`src/rtl/fp_accumulator.sv`:
```
// fp_accumulator
// Sums a stream of positive single-precision floats, one element per accepted
// beat. The floating-point addition is done by an external combinational
// adder: this block drives its operands (add_a = running total, add_b =
// element) and captures its result (add_sum) back into the running total.
// The finished sum is offered on a valid/ready output port.
//
// Optional build macro: FPACC_PIPE_EN
//    When defined, each non-first element is registered first and added in a
//    separate WAIT cycle. This removes the combinational path from in_data
//    through the adder back into the accumulator, at half the throughput.
//
// Ports:
//    clk        rising-edge clock
//    rst_n      asynchronous active-low reset
//    start      one-cycle pulse that begins a run (only honoured in IDLE)
//    len        number of elements in the run, sampled with start
//    in_valid   in_data is valid
//    in_data    IEEE-754 single-precision element
//    in_ready   element is accepted this cycle when in_valid is also high
//    add_a      adder operand A (running total)
//    add_b      adder operand B (element)
//    add_sum    adder result, combinational from add_a/add_b
//    out_valid  out_data holds the final sum
//    out_data   final sum
//    out_ready  consumer accepts out_data
//    busy       high whenever the block is not IDLE
//    err        sticky error flag for the current run
module fp_accumulator #(
   parameter int CNT_W = 8
) (
   input  logic             clk,
   input  logic             rst_n,
   input  logic             start,
   input  logic [CNT_W-1:0] len,
   input  logic             in_valid,
   input  logic [31:0]      in_data,
   output logic             in_ready,
   output logic [31:0]      add_a,
   output logic [31:0]      add_b,
   input  logic [31:0]      add_sum,
   output logic             out_valid,
   output logic [31:0]      out_data,
   input  logic             out_ready,
   output logic             busy,
   output logic             err
);

`ifdef FPACC_PIPE_EN
   typedef enum logic [1:0] {
      IDLE = 2'd0,
      ACC  = 2'd1,
      HOLD = 2'd2,
      WAIT = 2'd3
   } state_t;
`else
   typedef enum logic [1:0] {
      IDLE = 2'd0,
      ACC  = 2'd1,
      HOLD = 2'd2
   } state_t;
`endif

   localparam logic [CNT_W-1:0] CNT_ONE = CNT_W'(1);

   state_t           state;
   state_t           nextstate;
   logic [31:0]      acc;
   logic [CNT_W-1:0] cnt;
   logic             first;
   logic             accept;
   logic             badin;
   logic             sumovf;
`ifdef FPACC_PIPE_EN
   logic [31:0]      opbq;
`endif

   // An element is taken whenever we sit in ACC and the producer offers one;
   // in_ready is unconditionally high in ACC so it need not be re-tested.
   // Negative, infinite and NaN inputs flag an error, as does an adder result
   // whose exponent saturated to all-ones.
   assign accept = (state == ACC) && in_valid;
   assign badin  = in_data[31] || (in_data[30:23] == 8'hFF);
   assign sumovf = (add_sum[30:23] == 8'hFF);

   // State register. Reset aborts any run in progress so no partial sum is
   // ever presented.
   always_ff @(posedge clk or negedge rst_n) begin
      if (!rst_n) begin
         state <= IDLE;
      end else begin
         state <= nextstate;
      end
   end

   // Next-state and output decode. The adder operands are always driven so
   // the external adder never sees X, but they only matter in ACC (and WAIT).
   // The final sum is only exposed on out_data while it is being offered.
   always_comb begin
      nextstate = state;
      in_ready  = 1'b0;
      out_valid = 1'b0;
      out_data  = 32'h0;
      add_a     = acc;
      add_b     = 32'h0;
      busy      = (state != IDLE);
      case (state)
         IDLE: begin
            if (start) begin
               nextstate = (len != '0) ? ACC : HOLD;
            end
         end
         ACC: begin
            in_ready = 1'b1;
            add_b    = in_data;
            if (in_valid) begin
`ifdef FPACC_PIPE_EN
               if (!first) begin
                  nextstate = WAIT;
               end else if (cnt == CNT_ONE) begin
                  nextstate = HOLD;
               end
`else
               if (cnt == CNT_ONE) begin
                  nextstate = HOLD;
               end
`endif
            end
         end
         HOLD: begin
            out_valid = 1'b1;
            out_data  = acc;
            if (out_ready) begin
               nextstate = IDLE;
            end
         end
`ifdef FPACC_PIPE_EN
         WAIT: begin
            add_b     = opbq;
            nextstate = (cnt == '0) ? HOLD : ACC;
         end
`endif
         default: begin
            nextstate = IDLE;
         end
      endcase
   end

   // Accumulator datapath. The first element of a run bypasses the adder:
   // the external adder always assumes a hidden leading 1, so adding to a
   // zero total would not return the element unchanged. Offending values are
   // still accumulated as-is; err only records that something went wrong.
   always_ff @(posedge clk or negedge rst_n) begin
      if (!rst_n) begin
         acc   <= 32'h0;
         cnt   <= '0;
         first <= 1'b0;
         err   <= 1'b0;
`ifdef FPACC_PIPE_EN
         opbq  <= 32'h0;
`endif
      end else begin
         case (state)
            IDLE: begin
               if (start) begin
                  err <= 1'b0;
                  if (len != '0) begin
                     cnt   <= len;
                     first <= 1'b1;
                  end else begin
                     acc <= 32'h0;
                  end
               end
            end
            ACC: begin
               if (accept) begin
                  cnt   <= cnt - CNT_ONE;
                  first <= 1'b0;
                  if (badin) begin
                     err <= 1'b1;
                  end
                  if (first) begin
                     acc <= in_data;
                  end else begin
`ifdef FPACC_PIPE_EN
                     opbq <= in_data;
`else
                     acc <= add_sum;
                     if (sumovf) begin
                        err <= 1'b1;
                     end
`endif
                  end
               end
            end
`ifdef FPACC_PIPE_EN
            WAIT: begin
               acc <= add_sum;
               if (sumovf) begin
                  err <= 1'b1;
               end
            end
`endif
            default: begin
            end
         endcase
      end
   end

endmodule

```
`config.mk`:
```
export PLATFORM = sky130hd
export DESIGN_NAME = fp_accumulator
export DESIGN_NICKNAME = d
export VERILOG_FILES = /design/src/rtl/fp_accumulator.sv
export SDC_FILE = /design/constraint.sdc
export NUM_CORES = 1
export LEC_CHECK = 0
export BUFFER_PORTS_ARGS = -buffer_cell sky130_fd_sc_hd__buf_4
export CORE_ASPECT_RATIO = 1.5
export CORE_UTILIZATION = 46
export DETAILED_ROUTE_END_ITERATION = 8
export GPL_TIMING_DRIVEN = 0
export PLACE_DENSITY = 0.93
export SYNTH_ARGS = -nofsm -noshare
export SYNTH_HDL_FRONTEND = slang
export SYNTH_SLANG_ARGS = --single-unit
```
`constraint.sdc`:
```
create_clock -name clk -period 5.65 [get_ports clk]
set_clock_uncertainty 0.05 [all_clocks]
set_input_delay 1.13 -clock clk [delete_from_list [all_inputs] [get_ports clk]]
set_output_delay 1.13 -clock clk [all_outputs]
set_load 0.01 [all_outputs]
```
# Word-level counts from Yosys, hierarchy flattened
# Index checks and enable logic that the tools add are counted.
[totals]
register_bits = 44
[classes]
n_addsub = 1
eq_ne = 12
n_mux = 29
reduce_logical = 10
[op_table]
columns = ["cell", "count"]
rows = [
  ["$mux 32", 6],
  ["$pmux 32 s2", 1],
  ["$mux 8", 3],
  ["$eq 8x8->1 const B", 2],
  ["$pmux 8 s2", 1],
  ["$ne 2x2->1 const B", 6],
  ["$reduce_and 4->1", 3],
  ["$mux 1", 10],
  ["$mux 2", 5],
  ["$eq 8x1->1 const B", 1],
  ["$reduce_bool 8->1", 1],
  ["$sub 8x1->8 const B", 1],
  ["$pmux 2 s3", 1],
  ["$pmux 1 s2", 2],
  ["$reduce_bool 2->1", 2],
  ["$reduce_and 3->1", 1],
  ["$eq 2x1->1 const B", 1],
  ["$eq 2x2->1 const B", 1],
  ["$logic_not 2->1", 1],
  ["$ne 2x1->1 const B", 1],
  ["$logic_and 1x1->1", 1],
  ["$logic_or 1x1->1", 1],
]

# Longest topological paths before layout
[logic_depth]
ltp_word = 7
mapped_depth = 7
depth_no_buf = 6

# Worst setup path after synthesis
# Ideal clock, no wire load.
[synth_path]
kind = "reg2out"
from = "register state[1]"
to = "output port add_b[22]"
arrival_time_ns = 1.504
t_required_ns = 4.470
setup_slack_ns = 2.966
path_stages_with_launch = 7
path_buffers = 3
cell_sequence = "dfrtp_1 -> nand2b_1 -> buf_2 -> inv_2 -> clkbuf_1 -> clkbuf_1 -> and2_1"
[synth_via]
elab_chain_len = 2
[synth_rtl]
columns = ["element", "line_no", "rtl"]
rows = [
  ["start, declared", "66", "state_t state;"],
  ["start signal, assigned", "92", "state <= nextstate;"],
  ["$eq 2x1->1", "107", "case (state)"],
  ["$mux 32", "107", ""],
  ["end, declared", "40", "output logic [31:0] add_b,"],
]
# No other way between the ends.

# Final worst setup path
[layout_path]
from = "register state[1]"
to = "output port add_b[18]"
# Same word-level chain as after synthesis.

==> results.sh <==
export IMPL_ctsHtreeMaxLevel=2
export IMPL_fin_setup_tns_ps=0
export IMPL_finalNonFillerCells=554
export IMPL_tightestPinTransition_ps=728
export IMPL_slew_violations=0
export IMPL_power_uw=1640
export IMPL_rsz0062_at_grt="no"
export IMPL_layout_common_cells="buf_4 (176), and2_1 (64), dfrtp_1 (44), nand2_1 (38), mux2i_1 (33)"
export IMPL_clockBufferDepth=2
export IMPL_grt_pass1_vias=2884
export IMPL_worst_hold_path_type="register to register"
export IMPL_crit_start="state[1]"
export IMPL_cts_hold_buf=0
export IMPL_end_kind="output pin"
export IMPL_synth_area_per_cell_um2=8.94
export IMPL_setup_violations=0
export IMPL_cts_root_buf="clkbuf_8"
export IMPL_syn_inst=300
export IMPL_worstPathMaxFanout=10
export IMPL_status="finished, final reports clean"
export IMPL_vdd_drop_max_uv=268
export IMPL_synth_flop_cell="dfrtp_1"
export IMPL_grt_pass1_wl_um=13800
export IMPL_synth_warnings=0
export IMPL_antenna_found_initial=0
export IMPL_dp_hpwl_um=7040
export IMPL_slew_headroom=0.514
export IMPL_grt_max_degree=45
export IMPL_drt_iter0_markers=164
export IMPL_nets=562
export IMPL_synth_compound_area_frac=0.123
export IMPL_insertion_delay_ps=300
export IMPL_ys_ff_latch=44
export IMPL_overflow=0
export IMPL_wire_per_inst_um=16.3
export IMPL_drive_gt1_frac=0.405
export IMPL_placed_area_um2=4090
export IMPL_ant_nets=0
export IMPL_synthDistinctLibCells=40
export IMPL_cts_tree="built"
export IMPL_cts_buffers=5
export IMPL_path_class="register to output pin"
export IMPL_coreArea_um2=5530
export IMPL_synth_simple_area_share=0.294
export IMPL_post_cts_buffers=0
export IMPL_dp_cells=546
export IMPL_crit_required_ps=4470
export IMPL_start_kind="register"
export IMPL_r2r_cells=7
export IMPL_drt_first_pass_iters=4
export IMPL_period_share=0.614
export IMPL_layout_setup_ws_ps=2180
export IMPL_ioPinCount=177
export IMPL_dr_total_vias=3007
export IMPL_start_util=0.485
export IMPL_hold_path_depth=2
export IMPL_final_common_cell="buf_4"
export IMPL_area_delta_synth_final_pct=55.9
export IMPL_num_fill_cells=428
export IMPL_p_leak_uw=0.00202
export IMPL_synth_area_um2=2680
export IMPL_crit_arrival_ps=2290
export IMPL_synth_mux_area_frac=0.127
export IMPL_synth_enable_flop_cells=0
export IMPL_drc_errors=0
export IMPL_finalCriticalPeriod_ps=3470
export IMPL_die_h_um=95.5
export IMPL_grt_use_total=0.295
export IMPL_p_per_area_nw_per_um2=392
export IMPL_fp_dieW_um=64.3
export IMPL_cts_sinks=44
export IMPL_dieArea_um2=6140
export IMPL_cts_resized=0
export IMPL_dp_worst_setup_slack_ps=2520
export IMPL_drt_total_wl_um=9020
export IMPL_gp_congestion=0.886
export IMPL_final_area_um2=4180
export IMPL_synthArstFlopShare=1.00
export IMPL_avgViaCountPerCell=5.43
export IMPL_synth_fp_nets=379
export IMPL_r2r_start="state[1]"
export IMPL_synth_top_family_by_area="simple AND/OR/NAND/NOR gates"
export IMPL_max_clock_freq_mhz=288
export IMPL_synthAdderAreaFrac=0.00933
export IMPL_max_cap_violations=0
export IMPL_synth_xor_area_frac=0
export IMPL_hold_path_startpoint="add_a[18]"
export IMPL_hold_viol_final=0
export IMPL_portBuffers=176
export IMPL_cts_clk_slew_worst_paths_ps=80
export IMPL_num_rows=33
export IMPL_synth_yosys_seq_area_share=0.411
export IMPL_diodes=0
-- Yosys cell counts (4+ instances only) --
cell type,instances,share of area
mux2i_1,33,0.12
o21ai_1,32,0.060
nand3_1,6,0.011
nand2_1,38,0.053
nor2_1,8,0.011
dfrtp_1,44,0.41
nor3_1,5,0.0093
inv_1,4,0.0056
buf_2,4,0.0075
o22ai_1,5,0.012
clkbuf_1,14,0.020
a21oi_1,6,0.011
and2_1,64,0.15
-- per-stage QoR --
step | hold slack (ps) | util
after floorplan | 429 | -
after global placement | 439 | 0.739
after detailed placement | 451 | 0.739
after CTS | 467 | 0.756
after global routing | 491 | 0.756
final | 465 | 0.756
-- worst paths after layout --
kind                            slack (ps)         to
worst max-delay path                  2180  add_b[18]
worst min-delay path                   470  add_a[18]
worst max register to register        3740     cnt[4]
worst min register to register         470  add_a[18]
max in group asynchronous             4390  add_a[11]
min in group asynchronous              760   state[1]
-- final cells by class --
class | instances | area (µm²) | area share
well taps | 70 | 87.6 | 0.0210
repair buffers | 176 | 1320 | 0.316
inverters | 5 | 18.8 | 0.00449
plain buffers | 19 | 76.3 | 0.0183
multi-input cells | 232 | 1490 | 0.355
clock buffers | 8 | 90.1 | 0.0216
flip-flops and latches | 44 | 1100 | 0.263
-- state kept, by name, summed over array words and instances, names as in the netlist --
register	cells
add_a	32
cnt	8
err	1
first	1
state	2
-- cell families after synthesis --
logic type,after synthesis
buffers and inverters,24
AND/OR/NAND/NOR,139
flip-flops,44
AO/OA/AOI/OAI,57
adder cells (fa/ha/maj),2
multiplexers,34
-- power by group --
group	internal (µW)	total, µW	switching [µW]
Sequential	464	603	139
Combinational	421	835	414
Clock	99.8	202	102
-- per-layer routing --
layer  vias up  routed length (µm)  GRT usage
li1       1392                   -          -
met1      1439                3350      0.330
met2       152                4770      0.534
met3        24                 602     0.0562
met4         0                 296      0.137
met5         -                   0          0
-- worst max-delay path: stages, from the launching register on --
cell	delay, ps
dfrtp_1	470
nand2b_1	180
buf_2	200
inv_2	70
clkbuf_1	400
clkbuf_1	340
and2_1	200
buf_4	120
(Power assumes the default switching activity.)
